File: src/rtl/rnn_pkg.sv
// Shared definitions for the LSTM gate scheduler slice.
//   - sched_state_t : scheduler FSM state encoding
//   - GATE_*        : gate index constants in run order (i, f, o, c)
//   - clog2 / width helpers used to derive port widths from the Q format
package rnn_pkg;

  typedef enum logic [1:0] {
    S_IDLE  = 2'd0,
    S_CLEAR = 2'd1,
    S_RUN   = 2'd2,
    S_DONE  = 2'd3
  } sched_state_t;

  localparam int GATE_I = 0;
  localparam int GATE_F = 1;
  localparam int GATE_O = 2;
  localparam int GATE_C = 3;

  function automatic int clog2(input int value);
    int result;
    result = 0;
    for (int p = 1; p < value; p = p * 2) begin
      result++;
    end
    return result;
  endfunction

  // One fixed-point element: sign + QN integer + QM fractional bits.
  function automatic int bitwidth(input int qn, input int qm);
    return qn + qm + 1;
  endfunction

  // One full outputVec word from dot_prod.
  function automatic int mem_bitwidth(input int qn, input int qm, input int nrow);
    return bitwidth(qn, qm) * nrow;
  endfunction

  // Gate select width never collapses to zero, even for a single gate.
  function automatic int gsel_width(input int ngates);
    return (clog2(ngates) < 1) ? 1 : clog2(ngates);
  endfunction

endpackage

File: src/rtl/sched_watchdog.sv
// Rising-edge detector and RUN watchdog for the gate scheduler.
//   clock   : system clock
//   reset   : synchronous active-high reset
//   clear   : zero the watchdog counter
//   enable  : count this cycle (scheduler is in RUN)
//   level   : raw dataReady level from dot_prod
//   rise    : level high now and low in the previous cycle
//   expired : counter has reached TIMEOUT-1 while enabled
module sched_watchdog
  import rnn_pkg::*;
#(
  parameter int TIMEOUT = 256
) (
  input  logic clock,
  input  logic reset,
  input  logic clear,
  input  logic enable,
  input  logic level,
  output logic rise,
  output logic expired
);

  localparam int CNT_W = clog2(TIMEOUT) + 1;
  localparam logic [CNT_W-1:0] LIMIT = CNT_W'(TIMEOUT - 1);

  logic             edge_reg;
  logic [CNT_W-1:0] count_reg;

  always_ff @(posedge clock) begin
    if (reset) begin
      edge_reg  <= 1'b0;
      count_reg <= '0;
    end else begin
      // Sampled in every state, so a level already high when RUN begins
      // is seen as old and does not count as a rise.
      edge_reg <= level;
      if (clear) begin
        count_reg <= '0;
      end else if (enable && (count_reg != LIMIT)) begin
        count_reg <= count_reg + 1'b1;
      end
    end
  end

  assign rise    = level & ~edge_reg;
  assign expired = enable & (count_reg == LIMIT);

endmodule

File: src/rtl/lstm_gate_sched.sv
// Sequencer sharing one dot_prod/weightRAM pair across NGATES LSTM gates.
// Each gate: hold dpReset for CLR_CYCLES, release it, wait for a dataReady
// rising edge and capture outputVec into that gate's result bank.
//   clock, reset        : clock, synchronous active-high reset
//   start, abort        : run request (IDLE only) / cancel run
//   dpDataReady         : dataReady from dot_prod
//   dpOutputVec         : outputVec from dot_prod
//   dpReset             : restart for dot_prod and weightRAM
//   gateSel             : weight bank of the gate being run
//   busy, done, error   : run status, done pulse, sticky watchdog flag
//   resValid/resGate/resData : one pulse per captured gate
//   gateBus             : all result banks, gate g at [g*MEMORY_BITWIDTH +:]
module lstm_gate_sched
  import rnn_pkg::*;
#(
  parameter int NROW       = 16,
  parameter int NCOL       = 8,
  parameter int QN         = 6,
  parameter int QM         = 11,
  parameter int NGATES     = 4,
  parameter int CLR_CYCLES = 2,
  parameter int TIMEOUT    = 256,
  localparam int BITWIDTH        = bitwidth(QN, QM),
  localparam int MEMORY_BITWIDTH = mem_bitwidth(QN, QM, NROW),
  localparam int GSEL_W          = gsel_width(NGATES)
) (
  input  logic                              clock,
  input  logic                              reset,
  input  logic                              start,
  input  logic                              abort,
  input  logic                              dpDataReady,
  input  logic [MEMORY_BITWIDTH-1:0]        dpOutputVec,
  output logic                              dpReset,
  output logic [GSEL_W-1:0]                 gateSel,
  output logic                              busy,
  output logic                              done,
  output logic                              error,
  output logic                              resValid,
  output logic [GSEL_W-1:0]                 resGate,
  output logic [MEMORY_BITWIDTH-1:0]        resData,
  output logic [NGATES*MEMORY_BITWIDTH-1:0] gateBus
);

  localparam int CLR_W = clog2(CLR_CYCLES) + 1;
  localparam logic [CLR_W-1:0]  LAST_CLR  = CLR_W'(CLR_CYCLES - 1);
  localparam logic [GSEL_W-1:0] LAST_GATE = GSEL_W'(NGATES - 1);

  // NCOL only shapes the dot_prod side; nothing here depends on it.
  if (NCOL < 1 || BITWIDTH < 1) begin : g_degenerate_shape
  end

  sched_state_t               state_reg;
  logic [CLR_W-1:0]           clr_cnt_reg;
  logic [MEMORY_BITWIDTH-1:0] bank_reg [NGATES];
  logic                       rise;
  logic                       expired;
  logic                       capture;

  sched_watchdog #(
    .TIMEOUT (TIMEOUT)
  ) u_watchdog (
    .clock   (clock),
    .reset   (reset),
    .clear   (state_reg == S_CLEAR),
    .enable  (state_reg == S_RUN),
    .level   (dpDataReady),
    .rise    (rise),
    .expired (expired)
  );

  // Abort outranks a coincident rise: nothing is captured that cycle.
  assign capture = (state_reg == S_RUN) && !abort && rise;

  always_ff @(posedge clock) begin
    if (reset) begin
      state_reg   <= S_IDLE;
      clr_cnt_reg <= '0;
      dpReset     <= 1'b1;
      gateSel     <= '0;
      busy        <= 1'b0;
      done        <= 1'b0;
      error       <= 1'b0;
      resValid    <= 1'b0;
      resGate     <= '0;
      resData     <= '0;
    end else begin
      done     <= 1'b0;
      resValid <= 1'b0;
      case (state_reg)
        S_IDLE: begin
          dpReset <= 1'b1;
          busy    <= 1'b0;
          if (start) begin
            state_reg   <= S_CLEAR;
            clr_cnt_reg <= '0;
            gateSel     <= '0;
            busy        <= 1'b1;
            error       <= 1'b0;
          end
        end
        S_CLEAR: begin
          if (abort) begin
            state_reg <= S_IDLE;
            dpReset   <= 1'b1;
            busy      <= 1'b0;
          end else if (clr_cnt_reg == LAST_CLR) begin
            state_reg <= S_RUN;
            dpReset   <= 1'b0;
          end else begin
            clr_cnt_reg <= clr_cnt_reg + 1'b1;
          end
        end
        S_RUN: begin
          if (abort) begin
            state_reg <= S_IDLE;
            dpReset   <= 1'b1;
            busy      <= 1'b0;
          end else if (rise) begin
            resValid <= 1'b1;
            resGate  <= gateSel;
            resData  <= dpOutputVec;
            dpReset  <= 1'b1;
            if (gateSel == LAST_GATE) begin
              // done and the busy drop land in the same cycle.
              state_reg <= S_DONE;
              done      <= 1'b1;
              busy      <= 1'b0;
            end else begin
              state_reg   <= S_CLEAR;
              clr_cnt_reg <= '0;
              gateSel     <= gateSel + 1'b1;
            end
          end else if (expired) begin
            state_reg <= S_IDLE;
            dpReset   <= 1'b1;
            busy      <= 1'b0;
            error     <= 1'b1;
          end
        end
        S_DONE: begin
          state_reg <= S_IDLE;
          dpReset   <= 1'b1;
          busy      <= 1'b0;
        end
        default: begin
          state_reg <= S_IDLE;
          dpReset   <= 1'b1;
          busy      <= 1'b0;
        end
      endcase
    end
  end

  // One bank per gate; banks survive abort and watchdog expiry.
  for (genvar gi = 0; gi < NGATES; gi++) begin : g_bank
    always_ff @(posedge clock) begin
      if (reset) begin
        bank_reg[gi] <= '0;
      end else if (capture && (gateSel == GSEL_W'(gi))) begin
        bank_reg[gi] <= dpOutputVec;
      end
    end
    assign gateBus[gi*MEMORY_BITWIDTH +: MEMORY_BITWIDTH] = bank_reg[gi];
  end

endmodule

File: config.mk
export PLATFORM = sky130hd
export DESIGN_NAME = lstm_gate_sched
export DESIGN_NICKNAME = d
export VERILOG_FILES = /design/src/rtl/rnn_pkg.sv /design/src/rtl/sched_watchdog.sv /design/src/rtl/lstm_gate_sched.sv
export SDC_FILE = /design/constraint.sdc
export NUM_CORES = 2
export LEC_CHECK = 0
export CORE_AREA = 2 2 688 690
export DETAILED_ROUTE_END_ITERATION = 7
export DIE_AREA = 0 0 690 692
export PLACE_DENSITY = 0.3
export SKIP_CTS_REPAIR_TIMING = 1
export SLEW_MARGIN = 20
export SYNTH_ARGS = -nofsm -noshare
export SYNTH_HDL_FRONTEND = slang
export SYNTH_SLANG_ARGS = --single-unit
File: constraint.sdc
create_clock -name clock -period 14.5 [get_ports clock]
set_input_delay 2.9 -clock clock [delete_from_list [all_inputs] [get_ports clock]]
set_output_delay 2.9 -clock clock [all_outputs]
set_load 0.01 [all_outputs]
; Word level (Yosys, flattened, before mapping)
; Memories as Yosys holds them, arrays and structs flattened.
; Cells that the tools add are included.
[totals]
register_bits = 311
mem_bits_rw = 1152
inputBits = 293
wordCells = 126
memories = 1
out_inout_bits = 1449
[op_classes]
n_mux = 56
n_eq_ne = 21
n_reduce_logical = 23
bitwise = 10
n_addsub = 3
[mem_list]
columns = name, words, width, rd, rd_ports_with_merged_regs, write_ports, line
row1 = bank_reg, 4, 288, 4, 0, 4, lstm_gate_sched.sv:54  ; logic [MEMORY_BITWIDTH-1:0] bank_reg [NGATES];
[op_table]
columns = op, count
row1 = 288-bit two-way mux, 4
row2 = 2-bit two-way mux, 16
row3 = 1-bit two-way mux, 30
row4 = "2-bit != test, second input constant", 9
row5 = 5-bit AND reduction, 2
row6 = "9-bit by 1-bit adder with 9-bit output, second input constant", 1
row7 = "9-bit by 8-bit equality test with 1-bit output, second input constant", 1
row8 = "9-bit by 8-bit != test with 1-bit output, second input constant", 1
row9 = 3-bit AND reduction, 3
row10 = "2-bit equality test, second input constant", 4
row11 = "4-bit != test, second input constant", 2
row12 = 2-bit one-hot mux with 4 select lines, 1
row13 = 1-bit logical AND, 7
row14 = 7-bit AND reduction, 1
row15 = "2-bit by 1-bit equality test with 1-bit output, second input constant", 3
row16 = 2-bit one-hot mux with 3 select lines, 1
row17 = "2-bit by 1-bit adder with 2-bit output, second input constant", 2
row18 = 2-bit logical NOT, 2
row19 = 1-bit NOT, 4
row20 = 1-bit OR, 4
row21 = 1-bit one-hot mux with 4 select lines, 1
row22 = 2-bit one-hot mux with 2 select lines, 1
row23 = 2-bit OR reduction, 2
row24 = 4-bit OR reduction, 1
row25 = 9 further kinds, 10

; Depth between registers and ports, before layout
[depth]
depth_word = 8
ltp_mapped = 8
depth_no_buf = 8

; Hierarchy
; From an unflattened synthesis, not the netlist that was laid out.
[unflattened]
cells_unflattened = 3921
hier_area_um2 = 53817.9
[modules_own_cells]
columns = module, area_per_inst_um2, seq_area_each_um2, cells_each, instances
row1 = lstm_gate_sched, 53352.4, 40619.0, 3870, 1
row2 = sched_watchdog, 465.4, 200.2, 51, 1

; Worst setup path before layout
; Ideal clock, no wire load.
[synth_path]
kind = input to register
from = in reset
to = mem bank_reg[3][0] in the netlist's numbering (enable)
t_arrival_ns = 10.592
setup_slack_ns = 3.207
path_stages = 4
n_path_buf = 3
cell_sequence = buf_2 -> clkbuf_1 -> clkbuf_1 -> nand2b_1
[synth_rtl]
columns = element, line
row1 = "start, declared", lstm_gate_sched.sv:28  ; input logic reset,
row2 = "end, declared", lstm_gate_sched.sv:54

==> flow_summary.ini <==
[logic_synthesis]
synth_cell_types = 36
synth_top_area_share_pct = 64.8
netlist_instances = 3810
synth.largest_area_cell = edfxtp_1
ys_top_cells_by_area = edfxtp_1 (65%), and2_1 (14%), dfxtp_1 (12%)
synth-edff-count = 1152
yosys_most_used_dff = edfxtp_1
ys_warn_count = 0
ys_async_sr_fraction_pct = 0
synth_area_per_cell_sq_um = 14.0
yosysSeqAreaShare_pct = 76.5
synth_fp_nets = 4110
synth_seq_cells = 1463
syn-cell-area_sq_mm = 0.0534

[place]
dpl.hpwl_microns = 242000
gp_congestion = 0.804
io_buffer_count = 1741
place_ws_ps = 7140
dpl_cell_area_sq_mm = 0.0782

[routing]
detail-route-antenna-nets = 0
viasPerCell = 3.13
remaining_drc_errors = 0
wl_per_cell_microns = 26.7
routed_wl_microns = 320000
dr.pass1.iters = 5
num_vias = 37571
drtIter0Drc = 2360

[sta]
slew-limit-headroom_pct = 27.0
fin_tns_setup_ps = 0
fmax_mhz = 156
tightest_slew_ps = 1090
hold_violations = 0
rsz0062_at_grt = no
setup_violations = 0
slew_viol_final = 0
period_needed_ps = 6430
fin_crit_sh_pct = 44.3
finClkSkew_ps = 69.6
final.setup.worst_slack_ps = 8070

[finish]
drive_gt1_share_pct = 6.52
final_nets = 5887
final_cell_mix = clkdlybuf4s50_1 (1733), and2_1 (1152), edfxtp_1 (1152)
area_delta_synth_final_pct = 59.0
largest_reg_flops = 1152
stdcell_area_sq_mm = 0.0848
final_common_cell = clkdlybuf4s50_1

[floorplan]
die_y_microns = 692
pin_count = 1742
die_w_microns = 690
start_util_pct = 11.4
rows = 252
core_area_sq_mm = 0.470
die_area_sq_mm = 0.477

[global_route]
grt_usage_pct = 12.8
grt_pass1_wl_microns = 411000
grt_max_degree = 109
first_global_vias = 37935
antenna_found_initial = 78
overflow = 0

[power]
irDropWorstVdd_mv = 0.0878
p_leak_nw = 28.7
power_w = 0.0104
cellPowerDensity_mw_per_mm2 = 123

[clock_network]
ctsRootBufferMaster = clkbuf_16
cts_buffers = 198
clk_latency_ps = 880
clk_pin_slew_ps = 60
clock_sinks = 1463
clk_path_buf_depth = 4
cts_tree = yes
h-tree-depth = 4

[setup_path]
worstPathMaxFanout = 68
worstPathCellList = clkdlybuf4s50_1, nor2b_1, nand2_8, buf_4, nor3b_4, buf_4, buf_4, buf_4, and2_1
criticalPathCategory = in2reg
end_kind = register
required_ps = 15200
critPathArrivalTime_ps = 7130
critPathBufInv = 5
cpMostUsedCell = buf_4
cp-start-kind = primary input
slowest_delay_ps = 690
critPathSlowestCell = buf_4
crit_family = buffers and inverters

[flow_run]
max_cap_viol_count = 0

[hold_path]
worstHoldPathType = reg2reg

[outcome]
status = finished clean
-- path summary, 6_finish.rpt --
path | cells past startpoint | slack, ps | endpoint | from
worst max-delay path | 9 | 8070 | bank_reg[1][134]$_SDFFCE_PN0P_ | dpDataReady
worst min-delay path | 2 | 450 | resData[74]$_SDFFE_PP0P_ | resData[74]$_SDFFE_PP0P_
worst max register to register | 7 | 10200 | bank_reg[0][126]$_SDFFCE_PN0P_ | state_reg[0]$_SDFFE_PP0P_
worst min register to register | 2 | 450 | resData[74]$_SDFFE_PP0P_ | resData[74]$_SDFFE_PP0P_
-- tightest hold or removal path: cells and delay by family (launching register included) --
| family | cells | cell delay, ps |
|---|---|---|
| AND/OR/NAND/NOR | 1 | 50 |
| AO/OA/AOI/OAI | 1 | 50 |
| flip-flops | 1 | 310 |
-- layout make-up --
cell class / instances / area (sq um)
Clock buffer: 251 / 5330
Multi-Input combinational cell: 2116 / 11600
Timing Repair Buffer: 1803 / 18000
Clock inverter: 115 / 1240
Inverter: 5 / 18.8
Sequential cell: 1463 / 40800
Antenna cell: 31 / 77.6
Fill cell: 51333 / 385000
Tap cell: 6223 / 7790
-- cell families after synthesis --
| logic type | synth area share, % |
|---|---|
| DFF | 76.5 |
| xor gates and xnor gates | 0.0985 |
| adders and majority gates | 0.164 |
| AOI/OAI and AO/OA | 2.96 |
| and+or+nand+nor | 18.3 |
| muxes | 0.0610 |
| buffers and inverters | 1.93 |
-- synthesized netlist by cell type, drive strengths merged, types with 2 or more instances --
| cell | instances |
|---|---|
| nand3 | 2 |
| nand2b | 9 |
| a21oi | 295 |
| a211oi | 3 |
| xor2 | 2 |
| ha | 7 |
| a21o | 4 |
| nor4 | 4 |
| nor3 | 7 |
| mux2 | 2 |
| inv | 5 |
| nand2 | 589 |
| and2 | 1152 |
| xnor2 | 4 |
| edfxtp | 1152 |
| nor2 | 14 |
| nor3b | 8 |
| clkbuf | 187 |
| buf | 39 |
| dfxtp | 311 |
| nor2b | 3 |
| o21ai | 2 |
-- layer usage --
layer / global-route usage, % / vias up / routed length [microns]
li1: - / 16598 / -
met1: 14.9 / 19153 / 127000
met2: 22.3 / 1502 / 158000
met3: 4.73 / 314 / 27900
met4: 2.99 / 4 / 7730
met5: 0 / - / 26
-- through the flow --
stage                     util (%)  hold slack (ps)  cells
after floorplan                  -              470   3810
after global placement        16.6              442  11609
after detailed placement      16.6              448  11610
after CTS                     18.0              454  11976
after global routing          18.0              467  11981
final                         18.1              452  12007
-- report_power, final --
part	switching (W)	leakage, nW	internal [W]
clock	0.00209	3.19	0.00298
sequential	0.0000380	14.4	0.00462
combinational	0.000441	11.1	0.000268
No activity file was read; power rests on OpenSTA's default activity.
